$ cat src/rtl/ap_ctrl_sequencer_if.sv
// ap_ctrl_hs handshake bundle between the sequencer (master) and an HLS core (slave).
interface ap_ctrl_sequencer_if;
    logic ap_start;
    logic ap_ready;
    logic ap_done;

    modport master (output ap_start, input ap_ready, input ap_done);
    modport slave  (input ap_start, output ap_ready, output ap_done);
endinterface

$ cat src/rtl/ap_ctrl_sequencer.sv
// Drives an ap_ctrl_hs HLS core through a run of cfg_count invocations separated by
// cfg_gap idle cycles, with abort, watchdog, and per-run counters and latency stats.
module ap_ctrl_sequencer #(
    parameter int CNT_W = 16,
    parameter int LAT_W = 24
) (
    input  logic                  ap_clk,
    input  logic                  ap_rst_n,
    ap_ctrl_sequencer_if.master   ap_if,
    input  logic                  cmd_start,
    input  logic                  cmd_abort,
    input  logic                  cmd_clear,
    input  logic [CNT_W-1:0]      cfg_count,
    input  logic [7:0]            cfg_gap,
    input  logic [LAT_W-1:0]      cfg_timeout,
    output logic                  busy,
    output logic                  run_done,
    output logic                  aborted,
    output logic                  err,
    output logic [CNT_W-1:0]      issued_cnt,
    output logic [CNT_W-1:0]      done_cnt,
    output logic [LAT_W-1:0]      last_lat,
    output logic [LAT_W-1:0]      max_lat
);

    typedef enum logic [2:0] {S_IDLE, S_ISSUE, S_RUN, S_GAP, S_ERR} state_t;

    state_t             r_state;
    state_t             w_state_next;

    logic [CNT_W-1:0]   r_cfg_count;
    logic [7:0]         r_cfg_gap;
    logic [LAT_W-1:0]   r_cfg_timeout;
    logic [LAT_W-1:0]   r_lat;
    logic [7:0]         r_gap_cnt;
    logic               r_abort_pend;
    logic               r_run_done;
    logic               r_aborted;
    logic               r_err;
    logic [CNT_W-1:0]   r_issued;
    logic [CNT_W-1:0]   r_done;
    logic [LAT_W-1:0]   r_last_lat;
    logic [LAT_W-1:0]   r_max_lat;

    logic               w_start_run;
    logic               w_active;
    logic               w_ready_hit;
    logic               w_complete;
    logic               w_abort_now;
    logic [CNT_W-1:0]   w_done_inc;
    logic               w_run_end;
    logic               w_gap_skip;
    logic               w_timeout;
    logic [7:0]         w_gap_load;

    assign w_start_run = cmd_start && (cfg_count != '0);
    assign w_active    = (r_state == S_ISSUE) || (r_state == S_RUN);
    assign w_ready_hit = (r_state == S_ISSUE) && ap_if.ap_ready;
    assign w_complete  = ap_if.ap_done && (w_ready_hit || (r_state == S_RUN));
    assign w_abort_now = cmd_abort || r_abort_pend;
    assign w_done_inc  = r_done + 1'b1;
    assign w_run_end   = (w_done_inc == r_cfg_count) || w_abort_now;
    // ap_start must drop for at least one cycle after ap_ready, so a zero gap only
    // chains straight into ISSUE when the invocation finished in RUN.
    assign w_gap_skip  = (r_state == S_RUN) && (r_cfg_gap == 8'd0);
    assign w_gap_load  = (r_cfg_gap == 8'd0) ? 8'd1 : r_cfg_gap;
    assign w_timeout   = w_active && !w_complete && (r_cfg_timeout != '0)
                         && (r_lat >= r_cfg_timeout);

    always_ff @(posedge ap_clk or negedge ap_rst_n) begin
        if (!ap_rst_n) begin
            r_state <= S_IDLE;
        end else begin
            r_state <= w_state_next;
        end
    end

    always_comb begin
        w_state_next   = r_state;
        ap_if.ap_start = 1'b0;
        busy           = 1'b0;
        case (r_state)
            S_IDLE: begin
                if (w_start_run) w_state_next = S_ISSUE;
            end
            S_ISSUE, S_RUN: begin
                ap_if.ap_start = (r_state == S_ISSUE);
                busy           = 1'b1;
                if (w_complete) begin
                    if (w_run_end)       w_state_next = S_IDLE;
                    else if (w_gap_skip) w_state_next = S_ISSUE;
                    else                 w_state_next = S_GAP;
                end else if (w_timeout) begin
                    w_state_next = S_ERR;
                end else if (w_ready_hit) begin
                    w_state_next = S_RUN;
                end
            end
            S_GAP: begin
                busy = 1'b1;
                if (cmd_abort)                w_state_next = S_IDLE;
                else if (r_gap_cnt == 8'd1)   w_state_next = S_ISSUE;
            end
            S_ERR: begin
                if (cmd_clear) w_state_next = S_IDLE;
            end
            default: w_state_next = S_IDLE;
        endcase
    end

    always_ff @(posedge ap_clk or negedge ap_rst_n) begin
        if (!ap_rst_n) begin
            r_cfg_count   <= '0;
            r_cfg_gap     <= '0;
            r_cfg_timeout <= '0;
            r_lat         <= '0;
            r_gap_cnt     <= '0;
            r_abort_pend  <= 1'b0;
            r_run_done    <= 1'b0;
            r_aborted     <= 1'b0;
            r_err         <= 1'b0;
            r_issued      <= '0;
            r_done        <= '0;
            r_last_lat    <= '0;
            r_max_lat     <= '0;
        end else begin
            r_run_done <= 1'b0;
            case (r_state)
                S_IDLE: begin
                    if (cmd_start) begin
                        r_issued     <= '0;
                        r_done       <= '0;
                        r_last_lat   <= '0;
                        r_max_lat    <= '0;
                        r_aborted    <= 1'b0;
                        r_err        <= 1'b0;
                        r_abort_pend <= 1'b0;
                        if (w_start_run) begin
                            r_cfg_count   <= cfg_count;
                            r_cfg_gap     <= cfg_gap;
                            r_cfg_timeout <= cfg_timeout;
                            r_lat         <= {{(LAT_W-1){1'b0}}, 1'b1};
                        end else begin
                            r_run_done <= 1'b1;
                        end
                    end
                end
                S_ISSUE, S_RUN: begin
                    if (cmd_abort)   r_abort_pend <= 1'b1;
                    if (w_ready_hit) r_issued     <= r_issued + 1'b1;
                    if (r_lat != {LAT_W{1'b1}}) r_lat <= r_lat + 1'b1;
                    if (w_complete) begin
                        r_done     <= w_done_inc;
                        r_last_lat <= r_lat;
                        if (r_lat > r_max_lat) r_max_lat <= r_lat;
                        if (w_run_end) begin
                            r_run_done   <= 1'b1;
                            r_aborted    <= w_abort_now;
                            r_abort_pend <= 1'b0;
                        end else begin
                            r_lat     <= {{(LAT_W-1){1'b0}}, 1'b1};
                            r_gap_cnt <= w_gap_load;
                        end
                    end else if (w_timeout) begin
                        r_err        <= 1'b1;
                        r_abort_pend <= 1'b0;
                    end
                end
                S_GAP: begin
                    if (cmd_abort) begin
                        r_run_done   <= 1'b1;
                        r_aborted    <= 1'b1;
                        r_abort_pend <= 1'b0;
                    end else if (r_gap_cnt == 8'd1) begin
                        r_lat <= {{(LAT_W-1){1'b0}}, 1'b1};
                    end else begin
                        r_gap_cnt <= r_gap_cnt - 8'd1;
                    end
                end
                S_ERR: begin
                    if (cmd_clear) r_err <= 1'b0;
                end
                default: ;
            endcase
        end
    end

    assign run_done   = r_run_done;
    assign aborted    = r_aborted;
    assign err        = r_err;
    assign issued_cnt = r_issued;
    assign done_cnt   = r_done;
    assign last_lat   = r_last_lat;
    assign max_lat    = r_max_lat;

endmodule

$ cat src/flat_wrapper.sv
// flat-port wrapper written by rule: the top's interface ports become plain ports
module ap_ctrl_sequencer_flat 
#(
    parameter int CNT_W = 16,
    parameter int LAT_W = 24
)
  (ap_clk, ap_rst_n, cmd_start, cmd_abort, cmd_clear, cfg_count, cfg_gap, cfg_timeout, busy, run_done, aborted, err, issued_cnt, done_cnt, last_lat, max_lat, ap_if_ap_start, ap_if_ap_ready, ap_if_ap_done);
  ap_ctrl_sequencer_if ap_if_i ();
  input  logic ap_clk;
  input  logic ap_rst_n;
  input  logic cmd_start;
  input  logic cmd_abort;
  input  logic cmd_clear;
  input  logic [CNT_W-1:0] cfg_count;
  input  logic [7:0] cfg_gap;
  input  logic [LAT_W-1:0] cfg_timeout;
  output logic busy;
  output logic run_done;
  output logic aborted;
  output logic err;
  output logic [CNT_W-1:0] issued_cnt;
  output logic [CNT_W-1:0] done_cnt;
  output logic [LAT_W-1:0] last_lat;
  output logic [LAT_W-1:0] max_lat;
  output wire logic [$bits(ap_if_i.ap_start)-1:0] ap_if_ap_start;
  input wire logic [$bits(ap_if_i.ap_ready)-1:0] ap_if_ap_ready;
  input wire logic [$bits(ap_if_i.ap_done)-1:0] ap_if_ap_done;
  assign ap_if_ap_start = ap_if_i.ap_start;
  assign ap_if_i.ap_ready = ap_if_ap_ready;
  assign ap_if_i.ap_done = ap_if_ap_done;
  ap_ctrl_sequencer #(.CNT_W(CNT_W), .LAT_W(LAT_W)) u_core (.ap_clk(ap_clk), .ap_rst_n(ap_rst_n), .ap_if(ap_if_i), .cmd_start(cmd_start), .cmd_abort(cmd_abort), .cmd_clear(cmd_clear), .cfg_count(cfg_count), .cfg_gap(cfg_gap), .cfg_timeout(cfg_timeout), .busy(busy), .run_done(run_done), .aborted(aborted), .err(err), .issued_cnt(issued_cnt), .done_cnt(done_cnt), .last_lat(last_lat), .max_lat(max_lat));
endmodule
$ cat config.mk
export PLATFORM = sky130hd
export DESIGN_NAME = ap_ctrl_sequencer_flat
export DESIGN_NICKNAME = d
export VERILOG_FILES = /design/src/rtl/ap_ctrl_sequencer_if.sv /design/src/rtl/ap_ctrl_sequencer.sv /design/src/flat_wrapper.sv
export SDC_FILE = /design/constraint.sdc
export NUM_CORES = 1
export LEC_CHECK = 0
export ABC_AREA = 0
export CORE_ASPECT_RATIO = 0.75
export CORE_MARGIN = 1.5
export CORE_UTILIZATION = 56
export CTS_BUF_LIST = sky130_fd_sc_hd__clkbuf_8
export CTS_CLUSTER_SIZE = 14
export DETAILED_ROUTE_END_ITERATION = 10
export GPL_TIMING_DRIVEN = 1
export PLACE_DENSITY_LB_ADDON = 0.2
export SYNTH_ARGS = -nofsm -noshare
export SYNTH_HDL_FRONTEND = slang
export SYNTH_SLANG_ARGS = --single-unit
$ cat constraint.sdc
create_clock -name ap_clk -period 3.67 [get_ports ap_clk]
set_clock_uncertainty 0.05 [all_clocks]
set_input_delay 0.5505 -clock ap_clk [delete_from_list [all_inputs] [get_ports ap_clk]]
set_output_delay 0.5505 -clock ap_clk [all_outputs]
set_load 0.02 [all_outputs]
Yosys cells after proc, flatten, opt, wreduce, memory -nomap -nowiden
Index checks and enable logic that the tools add are counted.
{ "totals": {"in_bits": 55, "regBits": 167, "word_cells": 133, "out_inout_bits": 85} }
{ "classes": {"n_reduce_logical": 32, "magnitude_cmp": 2, "add_sub_neg": 4, "n_mux": 58, "n_eq_ne": 23} }
{ "op_table": {"columns": ["cell", "count"], "rows": [
  ["2-to-1 mux 24 bit", 11],
  ["case mux 24 bit (2 select lines)", 2],
  ["case mux 24 bit (3 select lines)", 1],
  ["case mux 16 bit (2 select lines)", 2],
  ["2-to-1 mux 16 bit", 3],
  ["2-to-1 mux 8 bit", 5],
  ["adder 16 x 1 -> 16 bit (second input constant)", 2],
  ["adder 24 x 1 -> 24 bit (second input constant)", 1],
  ["greater-or-equal comparator 24 bit", 1],
  ["> comparator 24 bit", 1],
  ["2-to-1 mux 3 bit", 8],
  ["inequality test 24 bit (second input constant)", 1],
  ["nonzero test 24 bit", 1],
  ["AND reduction 5 bit", 4],
  ["2-to-1 mux 1 bit", 19],
  ["equality test 16 bit", 1],
  ["case mux 8 bit (2 select lines)", 1],
  ["nonzero test 16 bit", 1],
  ["inequality test 2 x 1 -> 1 bit (second input constant)", 7],
  ["inequality test 2 bit (second input constant)", 7],
  ["case mux 1 bit (3 select lines)", 4],
  ["case mux 3 bit (4 select lines)", 1],
  ["AND reduction 3 bit", 4],
  ["equality test 8 x 1 -> 1 bit (second input constant)", 1],
  ["other kinds (17)", 30]
]} }

Logic depth before layout (Yosys ltp)
{ "depth": {"depth_word": 11, "mapped_depth": 12, "depth_no_buf": 10} }

Worst setup path before layout
No wires, ideal clock.
{ "synth_path": {"kind": "reg-to-reg", "startpoint": "register u_core.r_done[0], in the netlist u_core.done_cnt[0]", "endpoint": "register u_core.r_lat[11]", "setup_time_ns": 0.121, "path_stages_with_launch": 11, "synth_period_minus_slack_ns": 2.782, "t_required_ns": 3.499, "path_buffers": 1, "setup_slack_ns": 0.888, "t_arrival_ns": 2.610, "path_cell_list": "dfrtp_1 ha_1 nand3_2 or4_1 a21oi_1 a211oi_1 o2111ai_4 nand2_2 a311oi_2 buf_2 nor2_1"} }
{ "synth_between": {"elab_chain_cells": 6} }
{ "synth_lines": {"columns": ["item", "line_no", "text"], "rows": [
  ["from (decl)", "ap_ctrl_sequencer.sv:41", "logic [CNT_W-1:0] r_done;"],
  ["from (signal assigned)", "ap_ctrl_sequencer.sv:153", "r_done <= w_done_inc;"],
  ["adder 16 x 1 -> 16 bit", "ap_ctrl_sequencer.sv:61", "assign w_done_inc = r_done + 1'b1;"],
  ["equality test 16 bit", "ap_ctrl_sequencer.sv:62", "assign w_run_end = (w_done_inc == r_cfg_count) || w_abort_now;"],
  ["logical OR 1 bit", "ap_ctrl_sequencer.sv:62", null],
  ["2-to-1 mux 24 bit", "ap_ctrl_sequencer.sv:156", "if (w_run_end) begin"],
  ["2-to-1 mux 24 bit", "ap_ctrl_sequencer.sv:152", "if (w_complete) begin"],
  ["case mux 24 bit (3 select lines)", "ap_ctrl_sequencer.sv:128", "case (r_state)"],
  ["to (signal assigned)", "ap_ctrl_sequencer.sv:142", "r_lat <= {{(LAT_W-1){1'b0}}, 1'b1};"],
  ["to (signal assigned)", "ap_ctrl_sequencer.sv:151", "if (r_lat != {LAT_W{1'b1}}) r_lat <= r_lat + 1'b1;"],
  ["to (signal assigned)", "ap_ctrl_sequencer.sv:161", "r_lat <= {{(LAT_W-1){1'b0}}, 1'b1};"],
  ["to (decl)", "ap_ctrl_sequencer.sv:34", "logic [LAT_W-1:0] r_lat;"]
]} }
Every way passes these cells.
A chain may end at the register's enable or synchronous reset.

Worst setup path after layout
{ "layout_path": {"startpoint": "register u_core.r_done[0], in the netlist u_core.done_cnt[0]", "endpoint": "register u_core.r_gap_cnt[6]"} }
{ "layout_between": {"elab_chain_cells": 5} }
{ "layout_lines": {"columns": ["item", "line_no", "text"], "rows": [
  ["adder 16 x 1 -> 16 bit", "ap_ctrl_sequencer.sv:61", null],
  ["equality test 16 bit", "ap_ctrl_sequencer.sv:62", null],
  ["logical OR 1 bit", "ap_ctrl_sequencer.sv:62", null],
  ["inequality test 2 bit (no source line)", null, null],
  ["AND reduction 5 bit (no source line)", null, null],
  ["to (signal assigned)", "ap_ctrl_sequencer.sv:162", "r_gap_cnt <= w_gap_load;"],
  ["to (signal assigned)", "ap_ctrl_sequencer.sv:177", "r_gap_cnt <= r_gap_cnt - 8'd1;"],
  ["to (decl)", "ap_ctrl_sequencer.sv:35", "logic [7:0] r_gap_cnt;"]
]} }
Every way passes these cells.

==> results.md <==
- VDD IR max: 0.414 mV
- Fmax: between 300 and 400 MHz
- GRT Overall Usage: 27.6%
- IO Pins: between 100 and 150
- Post-synth top area share: 45.2%
- Ordered list of cells on the worst path: ha_1, nand3_2, nor3_1, a21boi_0, a211oi_1, o2111ai_4, a21oi_4, nor2_1, o22a_1
- Clock-pin slew on the worst setup and hold paths: 0.08 ns
- Slew Viols, Final: 0
- DRC: 0
- Filler cells: 1226
- Initial Util: between 50% and 60%
- Switching power: between 0.002 and 0.0025 W
- Crit path max-delay cell type: dfrtp_1
- Min Tclk post-route: roughly 3.2 ns
- Syn_nets: between 1000 and 1500
- Static leakage: 5.06 nW
- Post-CTS Resized: 0
- Clock tree buffer depth: 2
- Async S/R FF share, synth: 100%
- H-Tree Depth: 4
- Internal power: roughly 0.0041 W
- Vias: 7738
- Post-synth EDFFs: 0
- Main synth FF type: dfrtp_1
- Unique masters post-synth: 70
- Avg Cell Area, Syn: 9.68 µm²
- Worst setup margin: slightly above 0.5 ns
- Final hold vios: 0
- CP arrival: ~3.5 ns
- Via/cell ratio: 5.88
- Clock share of power: about 23%
- Post-Syn Area: approximately 9300 µm²
- Worst Path Required: approximately 4.0 ns
- Yosys top cell by area: dfrtp_1
- Initial DRT Pass Iterations: 5
- Fin crit share: approximately 86%
- Area grow syn2layout: 22.7%
- Post-synthesis instance total: between 900 and 1000
- DR WL met3: between 1.5 and 2 mm
- Comb pwr share: a little over a third
- Top post-synthesis cells by area: dfrtp_1 45%, ha_1 7.2%, mux2_2 5.8%
- Critical Path Sink Type: register
- First-pass GRT wire length: about 37 mm
- Crit path max fanout: 15
- Total number of yosys warnings: 0
- Worst-skew pair later-pin latency: between 0.4 and 0.5 ns
- DIE AREA: between 15000 and 20000 µm²
- Post-CTS Setup Inserts: 0
- Post-DP HPWL: between 15 and 20 mm
- Hold_buf cts: 0
- Final-report setup violation count: 0
- Worst-Margin Slew: about 0.8 ns
- Dpl ws: between 0.5 and 0.6 ns
- Sequential cell area fraction in the yosys report: approximately 45%
- Flop pwr share: 41.3%
- Worst Setup Start Kind: register
- Vias in the first global route: 7171
- Top Layer Used: met4
- Worst hold path class: in -> async
- Post-DRT Antenna Nets: 0
- Die Span X: roughly 150 µm
- Die span in y: 114 µm
- CP Class: reg -> reg
- Core area: about 16000 µm²
- Drt wl/cell: approximately 18 µm
- # nets final: 1201
- Max cap viols: 0
- Sum of negative setup slack: 0 ns
- Rows: 40
- Share of cells above drive strength 1: a little over a tenth
- Status: finished, final reports clean
- TritonCTS clock tree: done
- Gpl congestion: a little under 0.9
- Port bufs: about 140
- Met2 WL: about 9.6 mm
- Total CTS buffers: 17
- Core Util, Final: between 70% and 80%
- Iteration-0 DRC Markers: 467
- Rel. slew slack: a little under half
- Power density over cell area: between 500 and 600 nW/µm²
- Switching Share: 37.3%
- Initial antenna violation count: 0
- RSZ-0062 raised after global routing: false
- CP peak stage delay: about 0.47 ns
- # diodes: 0
- Yosys reg bits: between 150 and 200
- Routed WL: about 23 mm
- Pin count of the biggest net entering global routing: ~70
- Total clock sinks: between 150 and 200
- Wl on met1: roughly 11 mm
- Clk root buf: clkbuf_8
- Gr ovfl total: 0
-- Yosys cell counts, types with 3 or more instances --
cell and count:
a211oi_1 8, a21o_1 9, a21oi_1 30, a22o_1 24
a31oi_1 4, and3_1 16, buf_1 4, buf_2 4
buf_4 4, clkbuf_1 28, dfrtp_1 167, ha_1 53
inv_1 59, mux2_2 48, mux2i_1 4, nand2_1 101
nand2b_1 11, nand3_1 39, nand4_1 23, nor2_1 82
nor2b_1 8, nor3_1 17, nor3_2 3, nor4_1 22
o21a_1 6, o21ai_0 62, o21ai_1 3, o31ai_1 9
o41ai_1 5, or2_2 4, or3_1 9, xnor2_1 17
xor2_1 26
-- cells in the final DEF, fill, tap and decap left out, types with 3 or more instances in the layout --
master,n
or3_1,9
clkdlybuf4s50_1,138
and3_1,16
nand4_1,23
nand2b_1,11
clkbuf_8,17
o21a_1,6
a31oi_1,4
nor4_1,22
o21ai_1,3
xor2_1,26
nor3_2,3
bufinv_16,5
mux2_2,48
dfrtp_1,167
or2_2,4
o21ai_0,62
ha_1,53
nor2b_1,8
nor3_1,17
a21o_1,9
nor2_1,82
o41ai_1,5
nand3_1,38
nand2_1,100
a211oi_1,8
o31ai_1,9
a21oi_1,30
clkinv_2,6
inv_1,59
a22o_1,24
xnor2_1,17
mux2i_1,4
buf_4,18
-- logic make-up (layout without fill, tap and decap cells) --
group / count (synthesis) / after routing / share of synthesized area [%]
muxes: 52 / 52 / 6.28
and+or+nand+nor: 351 / 351 / 18.8
AOI/OAI and AO/OA: 189 / 189 / 13.9
buffers and inverters: 100 / 249 / 4.35
xor gates and xnor gates: 44 / 44 / 4.31
adders and majority gates: 53 / 53 / 7.17
DFF: 167 / 167 / 45.2
-- worst max-delay path: cells and delay by family, from the launching register on --
kind / cells / cell delay, ns
AOI/OAI and AO/OA: 5 / 1.44
and+or+nand+nor: 3 / 0.75
DFF: 1 / 0.47
adders and majority gates: 1 / 0.35
-- path summary, 6_finish.rpt --
check,to,depth (start not counted),from,slack (ns)
worst min-delay path,u_core.max_lat[4],1,ap_rst_n,0.02
worst max-delay path,u_core.r_gap_cnt[6],9,u_core.done_cnt[0],0.52
max in group asynchronous,u_core.done_cnt[14],2,ap_rst_n,2.65
worst min register to register,u_core.last_lat[21],2,u_core.last_lat[21],0.44
worst max register to register,u_core.r_gap_cnt[6],9,u_core.done_cnt[0],0.52
min in group ap_clk,u_core.last_lat[21],2,u_core.last_lat[21],0.44
-- through the flow --
stage / cell area [µm²] / std cells / hold slack (ns) / total power, W
finish: 11300 / 1315 / 0.0233 / 0.00651
floorplan: 9250 / 956 / 0.205 / 0.00420
global placement: 10900 / 1284 / 0.411 / 0.00496
detailed placement: 10900 / 1284 / 0.425 / 0.00503
CTS: 11300 / 1315 / 0.0337 / 0.00651
global route: 11300 / 1315 / 0.0560 / 0.00690
-- flip-flops by register name (all words and copies together) (netlist names) --
| register | cells |
|---|---|
| u_core.r_cfg_gap | 8 |
| u_core.last_lat | 24 |
| u_core.r_cfg_timeout | 24 |
| u_core.r_gap_cnt | 8 |
| u_core.run_done | 1 |
| u_core.r_cfg_count | 16 |
| u_core.done_cnt | 16 |
| u_core.r_abort_pend | 1 |
| u_core.aborted | 1 |
| u_core.r_lat | 24 |
| u_core.r_state | 3 |
| u_core.max_lat | 24 |
| u_core.err | 1 |
| u_core.issued_cnt | 16 |
-- power by group through the flow --
stage | combinational, W | clock [W] | sequential [W]
after detailed placement | 0.00231 | 0 | 0.00271
after global placement | 0.00226 | 0 | 0.00269
after floorplan | 0.00160 | 0 | 0.00260
after CTS | 0.00234 | 0.00150 | 0.00268
final | 0.00235 | 0.00148 | 0.00269
after global routing | 0.00258 | 0.00158 | 0.00274
-- layout make-up --
| cell class | instances | area (µm²) | share of cell area [%] |
|---|---|---|---|
| Clock inverter | 14 | 205 | 1.81 |
| Clock buffer | 17 | 234 | 2.06 |
| Sequential cell | 167 | 4180 | 36.8 |
| Inverter | 59 | 221 | 1.95 |
| Tap cell | 210 | 263 | 2.32 |
| Multi-Input combinational cell | 689 | 4680 | 41.2 |
| Timing Repair Buffer | 159 | 1570 | 13.8 |
-- per-layer routing --
| metal | vias to the layer above | track usage, % |
|---|---|---|
| li1 | 3690 | - |
| met1 | 3710 | 43.3 |
| met2 | 307 | 37.9 |
| met3 | 31 | 6.22 |
| met4 | 0 | 7.64 |
| met5 | - | 0 |
Power figures use the tool's default switching activity.
